===== src/rtl/mux_scan_sequencer_pkg.sv =====
// Shared types and helpers for the mux scan sequencer: FSM states, select
// width, input count and the scan-length normalisation.
package mux_scan_pkg;

  localparam int SEL_W = 4;
  localparam int N_IN  = 16;

  typedef enum logic [1:0] {
    ST_IDLE   = 2'd0,
    ST_SETTLE = 2'd1,
    ST_SAMPLE = 2'd2,
    ST_DONE   = 2'd3
  } state_t;

  // A zero or oversize request means a full sweep of all inputs.
  function automatic logic [4:0] norm_count(input logic [4:0] c);
    return (c == 5'd0 || c > 5'd16) ? 5'd16 : c;
  endfunction

endpackage


===== src/rtl/mux_scan_sequencer_if.sv =====
// Scan request/result bundle between a controller, the sequencer and the
// 16:1 bit multiplexer it steers.
interface mux_scan_sequencer_if;
  import mux_scan_pkg::*;

  logic             start;
  logic             abort;
  logic [SEL_W-1:0] first_sel;
  logic [4:0]       count;
  logic             bit_in;
  logic [SEL_W-1:0] select;
  logic             busy;
  logic             done;
  logic [N_IN-1:0]  data_out;

  modport master (
    output start, abort, first_sel, count, bit_in,
    input  select, busy, done, data_out
  );

  modport slave (
    input  start, abort, first_sel, count, bit_in,
    output select, busy, done, data_out
  );

endinterface


===== src/rtl/mux_scan_sequencer.sv =====
// Steps an external 16:1 bit mux through a run of selects, optionally waiting
// SETTLE cycles after each change, and gathers the sampled bits by index.
module mux_scan_sequencer
  import mux_scan_pkg::*;
#(
  parameter int SETTLE = 0
) (
  input logic                 clk,
  input logic                 reset,
  mux_scan_sequencer_if.slave bus
);

  localparam logic [1:0] WAIT_INIT = (SETTLE > 0) ? 2'(SETTLE - 1) : 2'd0;
  localparam state_t     AFTER_SEL = (SETTLE > 0) ? ST_SETTLE : ST_SAMPLE;

  state_t     state;
  logic [4:0] remaining;
  logic [1:0] wait_cnt;

  always_ff @(posedge clk or posedge reset) begin
    if (reset) begin
      state        <= ST_IDLE;
      remaining    <= '0;
      wait_cnt     <= '0;
      bus.select   <= '0;
      bus.data_out <= '0;
      bus.busy     <= 1'b0;
      bus.done     <= 1'b0;
    end else begin
      case (state)
        ST_IDLE: begin
          // start beats a simultaneous abort here; abort has no effect in IDLE
          if (bus.start) begin
            bus.select   <= bus.first_sel;
            remaining    <= norm_count(bus.count);
            bus.data_out <= '0;
            wait_cnt     <= WAIT_INIT;
            state        <= AFTER_SEL;
            bus.busy     <= 1'b1;
          end
        end
        ST_SETTLE: begin
          if (bus.abort) begin
            state    <= ST_IDLE;
            bus.busy <= 1'b0;
          end else if (wait_cnt == 2'd0) begin
            state <= ST_SAMPLE;
          end else begin
            wait_cnt <= wait_cnt - 2'd1;
          end
        end
        ST_SAMPLE: begin
          if (bus.abort) begin
            state    <= ST_IDLE;
            bus.busy <= 1'b0;
          end else begin
            bus.data_out[bus.select] <= bus.bit_in;
            bus.select               <= bus.select + 4'd1;
            remaining                <= remaining - 5'd1;
            wait_cnt                 <= WAIT_INIT;
            if (remaining == 5'd1) begin
              state    <= ST_DONE;
              bus.busy <= 1'b0;
              bus.done <= 1'b1;
            end else begin
              state <= AFTER_SEL;
            end
          end
        end
        ST_DONE: begin
          state    <= ST_IDLE;
          bus.done <= 1'b0;
        end
        default: begin
          state    <= ST_IDLE;
          bus.busy <= 1'b0;
          bus.done <= 1'b0;
        end
      endcase
    end
  end

endmodule


===== src/flat_wrapper.sv =====
// flat-port wrapper written by rule: the top's interface ports become plain ports
module mux_scan_sequencer_flat import mux_scan_pkg::*;
#(
  parameter int SETTLE = 0
)
  (clk, reset, bus_start, bus_abort, bus_first_sel, bus_count, bus_bit_in, bus_select, bus_busy, bus_done, bus_data_out);
  mux_scan_sequencer_if bus_i ();
  input logic clk;
  input logic reset;
  input wire logic [$bits(bus_i.start)-1:0] bus_start;
  input wire logic [$bits(bus_i.abort)-1:0] bus_abort;
  input wire logic [$bits(bus_i.first_sel)-1:0] bus_first_sel;
  input wire logic [$bits(bus_i.count)-1:0] bus_count;
  input wire logic [$bits(bus_i.bit_in)-1:0] bus_bit_in;
  output wire logic [$bits(bus_i.select)-1:0] bus_select;
  output wire logic [$bits(bus_i.busy)-1:0] bus_busy;
  output wire logic [$bits(bus_i.done)-1:0] bus_done;
  output wire logic [$bits(bus_i.data_out)-1:0] bus_data_out;
  assign bus_i.start = bus_start;
  assign bus_i.abort = bus_abort;
  assign bus_i.first_sel = bus_first_sel;
  assign bus_i.count = bus_count;
  assign bus_i.bit_in = bus_bit_in;
  assign bus_select = bus_i.select;
  assign bus_busy = bus_i.busy;
  assign bus_done = bus_i.done;
  assign bus_data_out = bus_i.data_out;
  mux_scan_sequencer #(.SETTLE(SETTLE)) u_core (.clk(clk), .reset(reset), .bus(bus_i));
endmodule

===== config.mk =====
export PLATFORM = sky130hd
export DESIGN_NAME = mux_scan_sequencer_flat
export DESIGN_NICKNAME = d
export VERILOG_FILES = /design/src/rtl/mux_scan_sequencer_pkg.sv /design/src/rtl/mux_scan_sequencer_if.sv /design/src/rtl/mux_scan_sequencer.sv /design/src/flat_wrapper.sv
export SDC_FILE = /design/constraint.sdc
export NUM_CORES = 1
export LEC_CHECK = 0
export CAP_MARGIN = 0
export CORE_MARGIN = 3
export CORE_UTILIZATION = 45
export CTS_CLUSTER_SIZE = 16
export DETAILED_ROUTE_END_ITERATION = 8
export PLACE_DENSITY_LB_ADDON = 0.08
export SLEW_MARGIN = 15
export SYNTH_ARGS = -nofsm -noshare
export SYNTH_HDL_FRONTEND = slang
export SYNTH_SLANG_ARGS = --single-unit

===== constraint.sdc =====
create_clock -name clk -period 3.84 [get_ports clk]
set_clock_uncertainty 0.1 [all_clocks]
set_input_delay 1.152 -clock clk [delete_from_list [all_inputs] [get_ports clk]]
set_output_delay 1.152 -clock clk [all_outputs]
set_load 0.01 [all_outputs]

* After elaboration in Yosys (flattened, before gate mapping) *
Index checks and enable logic that the tools add are counted.

word-level totals
  register bits = 31
  input port bits = 14
  output and inout bits = 22

cells by class
  add/subtract/negate cells = 3
  magnitude comparators = 3
  equal/unequal tests = 12
  mux-type cells = 32
  reduce and logical (&&, ||, !) cells = 13

operator list
  cell                                                         count
  2-to-1 mux 16 bit                                            2
  case mux 16 bit (2 select lines)                             1
  bitwise mux 16 bit                                           1
  2-to-1 mux 2 bit                                             8
  2-to-1 mux 5 bit                                             3
  != test 2 bit (second input constant)                        5
  case mux 5 bit (2 select lines)                              1
  2-to-1 mux 1 bit                                             8
  2-to-1 mux 4 bit                                             2
  case mux 2 bit (4 select lines)                              1
  case mux 4 bit (2 select lines)                              1
  != test 3 x 2 -> 1 bit (second input constant)               2
  case mux 2 bit (3 select lines)                              1
  AND reduction 3 bit                                          2
  equality test 5 x 1 -> 1 bit (second input constant)         1
  > comparator 5 bit (second input constant)                   1
  zero test 5 bit                                              1
  less-than comparator 4 x 5 -> 1 bit (second input constant)  1
  AND reduction 5 bit                                          1
  subtractor 5 x 1 -> 5 bit (second input constant)            1
  adder 4 x 1 -> 4 bit (second input constant)                 1
  demux 1 bit (select 4 bit)                                   1
  equality test 2 bit (second input constant)                  2
  >= comparator 4 x 1 -> 1 bit (second input constant)         1
  other kinds (12)                                             14

* Longest topological paths before layout *
  word-level depth = 7
  mapped depth = 8
  mapped depth without buffers = 6

* Worst setup path before layout *
Ideal clock, no wire load.

  path kind = input-to-reg
  from = in bus_count[1]
  to = reg u_core.remaining[2]
  setup time = 63 ps
  data arrival time = 2407 ps
  required time = 3677 ps
  path slack = 1270 ps
  stages = 4
  path buffers = 0
  cell sequence = or4_1 -> ha_1 -> o41ai_1 -> a211o_2

on the way
  word-level cells in the longest chain between the ends = 5

ends and longest elaborated chain
  element                                                RTL line                      text
  start, declared                                        flat_wrapper.sv:13            input wire logic [$bits(bus_i.count)-1:0] bus_count;
  > comparator 5 bit or zero test 5 bit (tied branches)  mux_scan_sequencer_pkg.sv:17  return (c == 5'd0 || c > 5'd16) ? 5'd16 : c;
  logical OR 1 bit (*)                                   mux_scan_sequencer_pkg.sv:17
  2-to-1 mux 5 bit (*)                                   mux_scan_sequencer_pkg.sv:17
  2-to-1 mux 5 bit (*)                                   mux_scan_sequencer.sv:33      if (bus.start) begin
  case mux 5 bit (2 select lines) (*)                    mux_scan_sequencer.sv:30      case (state)
  end signal, assigned                                   mux_scan_sequencer.sv:35      remaining <= norm_count(bus.count);
  end signal, assigned                                   mux_scan_sequencer.sv:59      remaining <= remaining - 5'd1;
  end, declared                                          mux_scan_sequencer.sv:17      logic [4:0] remaining;

Every way passes the cells marked *; elsewhere a longest branch is shown, timed or not. The select of a mux whose other input is x is not followed.
A chain may end at the register's enable or synchronous reset.

* Final worst setup path *
  from = in bus_abort
  to = reg u_core.bus.select[3]

on the way
  word-level cells in the longest chain between the ends = 2

ends and longest elaborated chain
  element                        RTL line                     text
  start, declared                flat_wrapper.sv:11           input wire logic [$bits(bus_i.abort)-1:0] bus_abort;
  != test 2 bit (no line)        --
  AND reduction 3 bit (no line)  --
  end signal, assigned           mux_scan_sequencer.sv:34     bus.select <= bus.first_sel;
  end signal, assigned           mux_scan_sequencer.sv:58     bus.select <= bus.select + 4'd1;
  end, declared                  mux_scan_sequencer_if.sv:23  output select, busy, done, data_out

No other way between the ends.

==> run metrics <==
global-route wire length before repair 6930 µm; power per standard cell area 698 mW/mm²; endpoint class of the critical path register; initial core utilization 48.5%; Pre-antenna DRT Iters 4; Max clock buf depth 2; worst slew pin tran just over 0.8 ns; clock power share roughly 16%; initial antenna violation count 0; worst endpoint data arrival time 2.85 ns; initial drt markers ~140; I/O pin count 36; postcts setup bufs 0; FMAX 0.360 GHz; post-CTS sizing 0; pin count of the biggest net entering global routing 32; Detailed Place HPWL 3000 µm; Area Growth Syn to Fin 26.1%; # H-tree levels 2; Filler cells 327; switch share 40.8%; row count 22; total CTS buffers 5; crit share post-route 72.4%; Period minus WS final 2.78 ns; NetSw 0.000662 W; die height 70.0 µm; Post-Route Utilization 61.2%; Comb power frac between 50% and 60%; Crit Path Category input pin to register; CP Capture Point u_core.bus.select[3]; Setup Viol. Count Final 0; Critical path origin bus_abort; internal power 0.000961 W; Seq pwr share 33.3%; Final nets 266; EDFF count, synth 0; Clk Tree Root Cell clkbuf_8; core area 0.00380 mm²; Routed Antenna Nets 0; reg2reg start u_core.state[0]; post-synthesis net count 231; post-synth cell types 37; HP Class register to register; CP Data Required Time 3.91 ns; ratio of cells with drive above 1 in the final layout 5.88%; unrepaired setup endpoints after global routing false; CP cell instances clkdlybuf4s50_1, nand2_1, o211ai_1, buf_4, a21oi_1, o22a_1; final hold viol count 0; startpoint types input pin; Placement Cell Area 0.00224 mm²; Max-Cap Viols 0; Design Power 0.00162 W; status finished clean; PortBufs 35; worst-path maximum fanout 24; Seq/Total Area, Yosys 42.1%; Pins Over Slew Limit 0; Worst-Skew Late Latency 0.28 ns; GR Overflow Total 0; setup_tns 0 ns; CP max-delay cell clkdlybuf4s50_1; max incr delay on CP 0.61 ns; routed wire length between 4000 and 5000 µm; WP depth 6; reg2reg setup slack 1.23 ns; reg2reg end u_core.bus.select[3]; Peak VDD IR 392 µV; Diodes inserted 0; CTS tree done; synth warn 0; final instance area 0.00232 mm²; Avg Vias per Cell 5.43; DRC Markers 0; Die X 70.0 µm; Total Routing Usage GR between 10% and 20%; Cells after Synth 203; Die Area slightly below 0.005 mm²; Synth Register Bits 31; Pleak 0.996 nW; Netlist Area Pre-Place 0.00184 mm²; CP delay by family, top buffers and inverters; clock transition at the registers of the reported paths about 0.06 ns; detailed-route via count around 1.6k; Worst R2R Path Depth 8; GP Congestion 0.831; Mean Syn Cell Area 9.08 µm²; most used flip-flop cell after synthesis dfrtp_1; Worst slew margin 46.1%; vias in the first global route roughly 1.5k; WP buf/inv 2; clock sink total 31; cts-stage hold buffer count 0; DR WL/cell 14.2 µm; FFs w/ async S/R, synth 100%
worst register-to-register path, stage by stage (launching register included):
cell	delay [ns]
dfrtp_1	0.42
inv_1	0.15
ha_1	0.41
buf_4	0.34
nand2_1	0.08
o211ai_1	0.38
buf_4	0.37
a21oi_1	0.07
o22a_1	0.18
per-stage QoR:
stage | hold slack, ns | worst slack, ns | instances
2_1_floorplan | 0.336 | 1.27 | 203
5_1_grt | 0.397 | 0.921 | 286
4_1_cts | 0.380 | 1.07 | 286
3_5_place_dp | 0.368 | 0.769 | 279
3_3_place_gp | 0.352 | 0.784 | 279
6_report | 0.374 | 1.06 | 286
how the worst min path moves through the flow:
stage | slack (ns) | cells after the start | endpoint | startpoint
3_5_place_dp | 0.37 | 1 | u_core.wait_cnt[0] | u_core.wait_cnt[0]
2_1_floorplan | 0.34 | 1 | u_core.wait_cnt[0] | u_core.wait_cnt[0]
4_1_cts | 0.38 | 1 | u_core.wait_cnt[0] | u_core.wait_cnt[0]
5_1_grt | 0.40 | 1 | u_core.wait_cnt[0] | u_core.wait_cnt[0]
3_3_place_gp | 0.35 | 1 | u_core.wait_cnt[0] | u_core.wait_cnt[0]
6_report | 0.37 | 1 | u_core.wait_cnt[0] | u_core.wait_cnt[0]
Yosys cell counts, types with 2 or more instances:
cell type,instances,area share (%)
clkbuf_1,8,1.6
dfrtp_1,31,42
a21boi_0,16,6.5
o22a_1,3,1.4
nor2_1,10,2.0
a21oi_1,7,1.9
o21ai_0,42,11
nor3b_1,3,1.2
nor2b_1,7,2.4
a21o_1,2,0.81
nand2_1,15,3.1
nand2b_1,5,1.7
ha_1,14,9.5
nand3_1,2,0.54
inv_1,12,2.4
nor3_1,5,1.4
area by class of cell:
cell class | count | area (µm²) | area share [%]
Clock buffer | 6 | 82.6 | 3.55
Clock inverter | 1 | 5.00 | 0.215
Inverter | 12 | 45.0 | 1.94
Multi-Input combinational cell | 150 | 983 | 42.3
Sequential cell | 31 | 776 | 33.4
Tap cell | 48 | 60.1 | 2.58
Timing Repair Buffer | 38 | 373 | 16.0
routing by layer:
layer	global-route usage (%)	routed length, µm	vias to the layer above
met2	31.8	2180	28
met5	0	0	-
met4	5.11	52	0
li1	-	-	783
met1	19.3	1670	736
met3	4.89	170	5
cells by family after synthesis:
family / share of synthesized area (%)
mux: 0.543
compound gates: 27.6
buf+inv: 4.55
simple gates: 15.3
flops: 42.1
xor+xnor: 0.475
fa+ha+maj: 9.50
flip-flops by register name, indices dropped and copies added (netlist names):
register             count
u_core.bus.data_out     16
u_core.bus.select        4
u_core.bus.busy          1
u_core.remaining         5
u_core.bus.done          1
u_core.state             2
u_core.wait_cnt          2
power by group through the flow:
stage          registers, W  logic, W  clock network, W
6_report           0.000541  0.000826          0.000257
2_1_floorplan      0.000538  0.000541                 0
3_5_place_dp       0.000544  0.000831                 0
3_3_place_gp       0.000538  0.000806                 0
4_1_cts            0.000539  0.000833          0.000267
5_1_grt            0.000560  0.000922          0.000281
cell usage in the layout (no fill, tap or decap), types with 6 or more instances in the layout:
master	netlist	final
o21ai_0	42	42
clkdlybuf4s50_1	0	35
dfrtp_1	31	31
a21boi_0	16	16
nand2_1	15	15
ha_1	14	14
inv_1	12	12
nor2_1	10	10
nor2b_1	7	7
a21oi_1	7	7
clkbuf_8	0	6
Power figures use the tool's default switching activity.
==> edit (same flow settings) <==
The 4 states of `state_t` get a one-hot encoding in 4 bits.
--- a/src/rtl/mux_scan_sequencer_pkg.sv
+++ b/src/rtl/mux_scan_sequencer_pkg.sv
@@ -7,7 +7,7 @@
 
-  typedef enum logic [1:0] {
-    ST_IDLE   = 2'd0,
-    ST_SETTLE = 2'd1,
-    ST_SAMPLE = 2'd2,
-    ST_DONE   = 2'd3
+  typedef enum logic [3:0] {
+    ST_IDLE   = 4'b0001,
+    ST_SETTLE = 4'b0010,
+    ST_SAMPLE = 4'b0100,
+    ST_DONE   = 4'b1000
   } state_t;
Behaviour: no difference found for any inputs over 10 cycles, from zero or initial values and one cycle with reset high; not proved beyond that.
==> edit against the original RTL <==
Area after synthesis is 1.6% lower. Worst setup slack worse by 0.19 ns. Count of clock-buffer cells in the layout unchanged. Sequential power fell by 5.9%. Highest routed layer unchanged. Wire length is 8.4% higher. Critical path type is now register to output pin. Power is 21% lower. Sequential cell count decreased by 1. Design area is 2.1% lower. Register-to-register slack better by 0.70 ns.
==> edit: results (changes against the original RTL) <==
drt:
  route.detailed.vias_per_inst: 5.965  # +9.9%
  drt_pass1_iterations: 5  # +1
  wire_per_inst_um: 17.31  # +22%
  dr.first_iter.drc_count: 81  # -43%
sta:
  timing.slew.headroom: 0.5627  # +0.1012
place:
  place_worst_setup_slack_ns: 0.7592  # -0.01027 ns
  dpl.hpwl_mm: 2.981  # -0.57%
  finalWeightedCongestion: 0.8731  # +5.1%
final_layout:
  final.fill_count: 301  # -8.0%
  buf_share: 0.1671  # +0.006737
  multi_input_gates: 120  # -20%
  clock_cell_area_share: 0.04178  # +0.004106
  fin_cells: 255  # -11%
  buffers: 39  # +2.6%
  layout-drive-gt1-share: 0.1208  # +0.06195
  n_all_inverters: 10  # -2
  fraction_of_area_in_multi_input_gates: 0.4178  # -0.005223
  final_nets: 227  # -15%
  register_area_sq_um: 752.0  # -3.1%
pwr:
  power.leakage_uw: 0.0009510  # -4.5%
  power.share.clock: 0.210  # +0.052
  power.internal_uw: 788.1  # -18%
  worst_ir_drop_vdd_uv: 392.6  # about the same
critical_path:
  worst_ep_arrival_time_ns: 1.72  # -1.13 ns
  crit_family: "flip-flops"
  ff2ff_path_depth: 4  # -4
  critical-path-max-stage-delay_ns: 0.77  # +0.16 ns
  worst-path-max-fanout: 23  # -4.2%
  critical_path.slowest_cell: "sky130_fd_sc_hd__dfrtp_1"
hold_path:
  hp-class: "register to register"
logic_synthesis:
  ys_top_cells_by_area: "sky130_fd_sc_hd__dfrtp_1 40%, sky130_fd_sc_hd__o22ai_1 6.2%, sky130_fd_sc_hd__o2bb2ai_1 5.8%"
  synth_cells: 177  # -13%
  ys.warnings.count: 0  # unchanged
  synth.net_count: 198  # -14%
  synth_top_cells_by_count: "29 x sky130_fd_sc_hd__dfrtp_1, 18 x sky130_fd_sc_hd__o22ai_1, 13 x sky130_fd_sc_hd__clkbuf_1, 12 x sky130_fd_sc_hd__o2bb2ai_1, 9 x sky130_fd_sc_hd__inv_1"
  seq_area_frac_synth: 0.4145  # -0.006427
  synthDistinctLibCells: 47  # +27%
grt:
  first_global_vias: 1459  # -5.8%
  first_pass_grt_wire_length_mm: 7.431  # +7.2%
  track_usage: 0.1914  # +0.01807
  grt_start_max_net_pins: 31  # -3.1%
run_status:
  status: "finished, final reports clean"
clock_network:
  cts_sinks: 30  # -3.2%
  htree_levels: 2  # unchanged
  clk_path_buf_depth: 2  # unchanged
[edit: cell types whose count changed after synthesis, sizes merged, moves of 8 or more]
cell / unedited run / this run
nor2: 10 / 1
o2bb2ai: 1 / 12
o21ai: 42 / 3
a21boi: 16 / 0
and3b: 0 / 8
o22ai: 0 / 18
[edit: final timing paths]
| check | slack (ns) | endpoint | startpoint |
|---|---|---|---|
| setup / recovery | 0.87 | bus_select[2] | u_core.bus.select[2]$_DFFE_PP0P_ |
| min in group asynchronous | 1.15 | u_core.bus.data_out[7]$_DFFE_PP0P_ | reset |
| hold / removal | 0.39 | u_core.bus.data_out[7]$_DFFE_PP0P_ | u_core.bus.data_out[7]$_DFFE_PP0P_ |
| setup reg to reg | 1.93 | u_core.remaining[2]$_DFFE_PP0P_ | u_core.state[3]$_DFFE_PP0P_ |
| hold reg to reg | 0.39 | u_core.bus.data_out[7]$_DFFE_PP0P_ | u_core.bus.data_out[7]$_DFFE_PP0P_ |
| max in group asynchronous | 2.17 | u_core.state[0]$_DFFE_PP1P_ | reset |
[edit: through the flow]
stage	power [uW]	util	instance area, sq um
floorplan	847.7	-	1814
finish	1287	0.6035	2276
detailed placement	1020	0.5783	2181
global route	1383	0.6035	2276
CTS	1294	0.6035	2276
global placement	1007	0.5783	2181
[edit: logic make-up after synthesis]
family / count (synthesis) / synth area share
buffers and inverters: 27 / 0.06482
AOI/OAI and AO/OA: 56 / 0.2317
DFF: 30 / 0.4145
adders and majority gates: 7 / 0.04827
and+or+nand+nor: 52 / 0.2124
muxes: 5 / 0.02828
[edit: metal layers]
layer,track usage,up-vias,share of wire
met5,0,-,0
met2,0.2627,46,0.43
met4,0.05857,0,0.012
met1,0.2874,729,0.50
li1,-,740,-
met3,0.05507,6,0.060
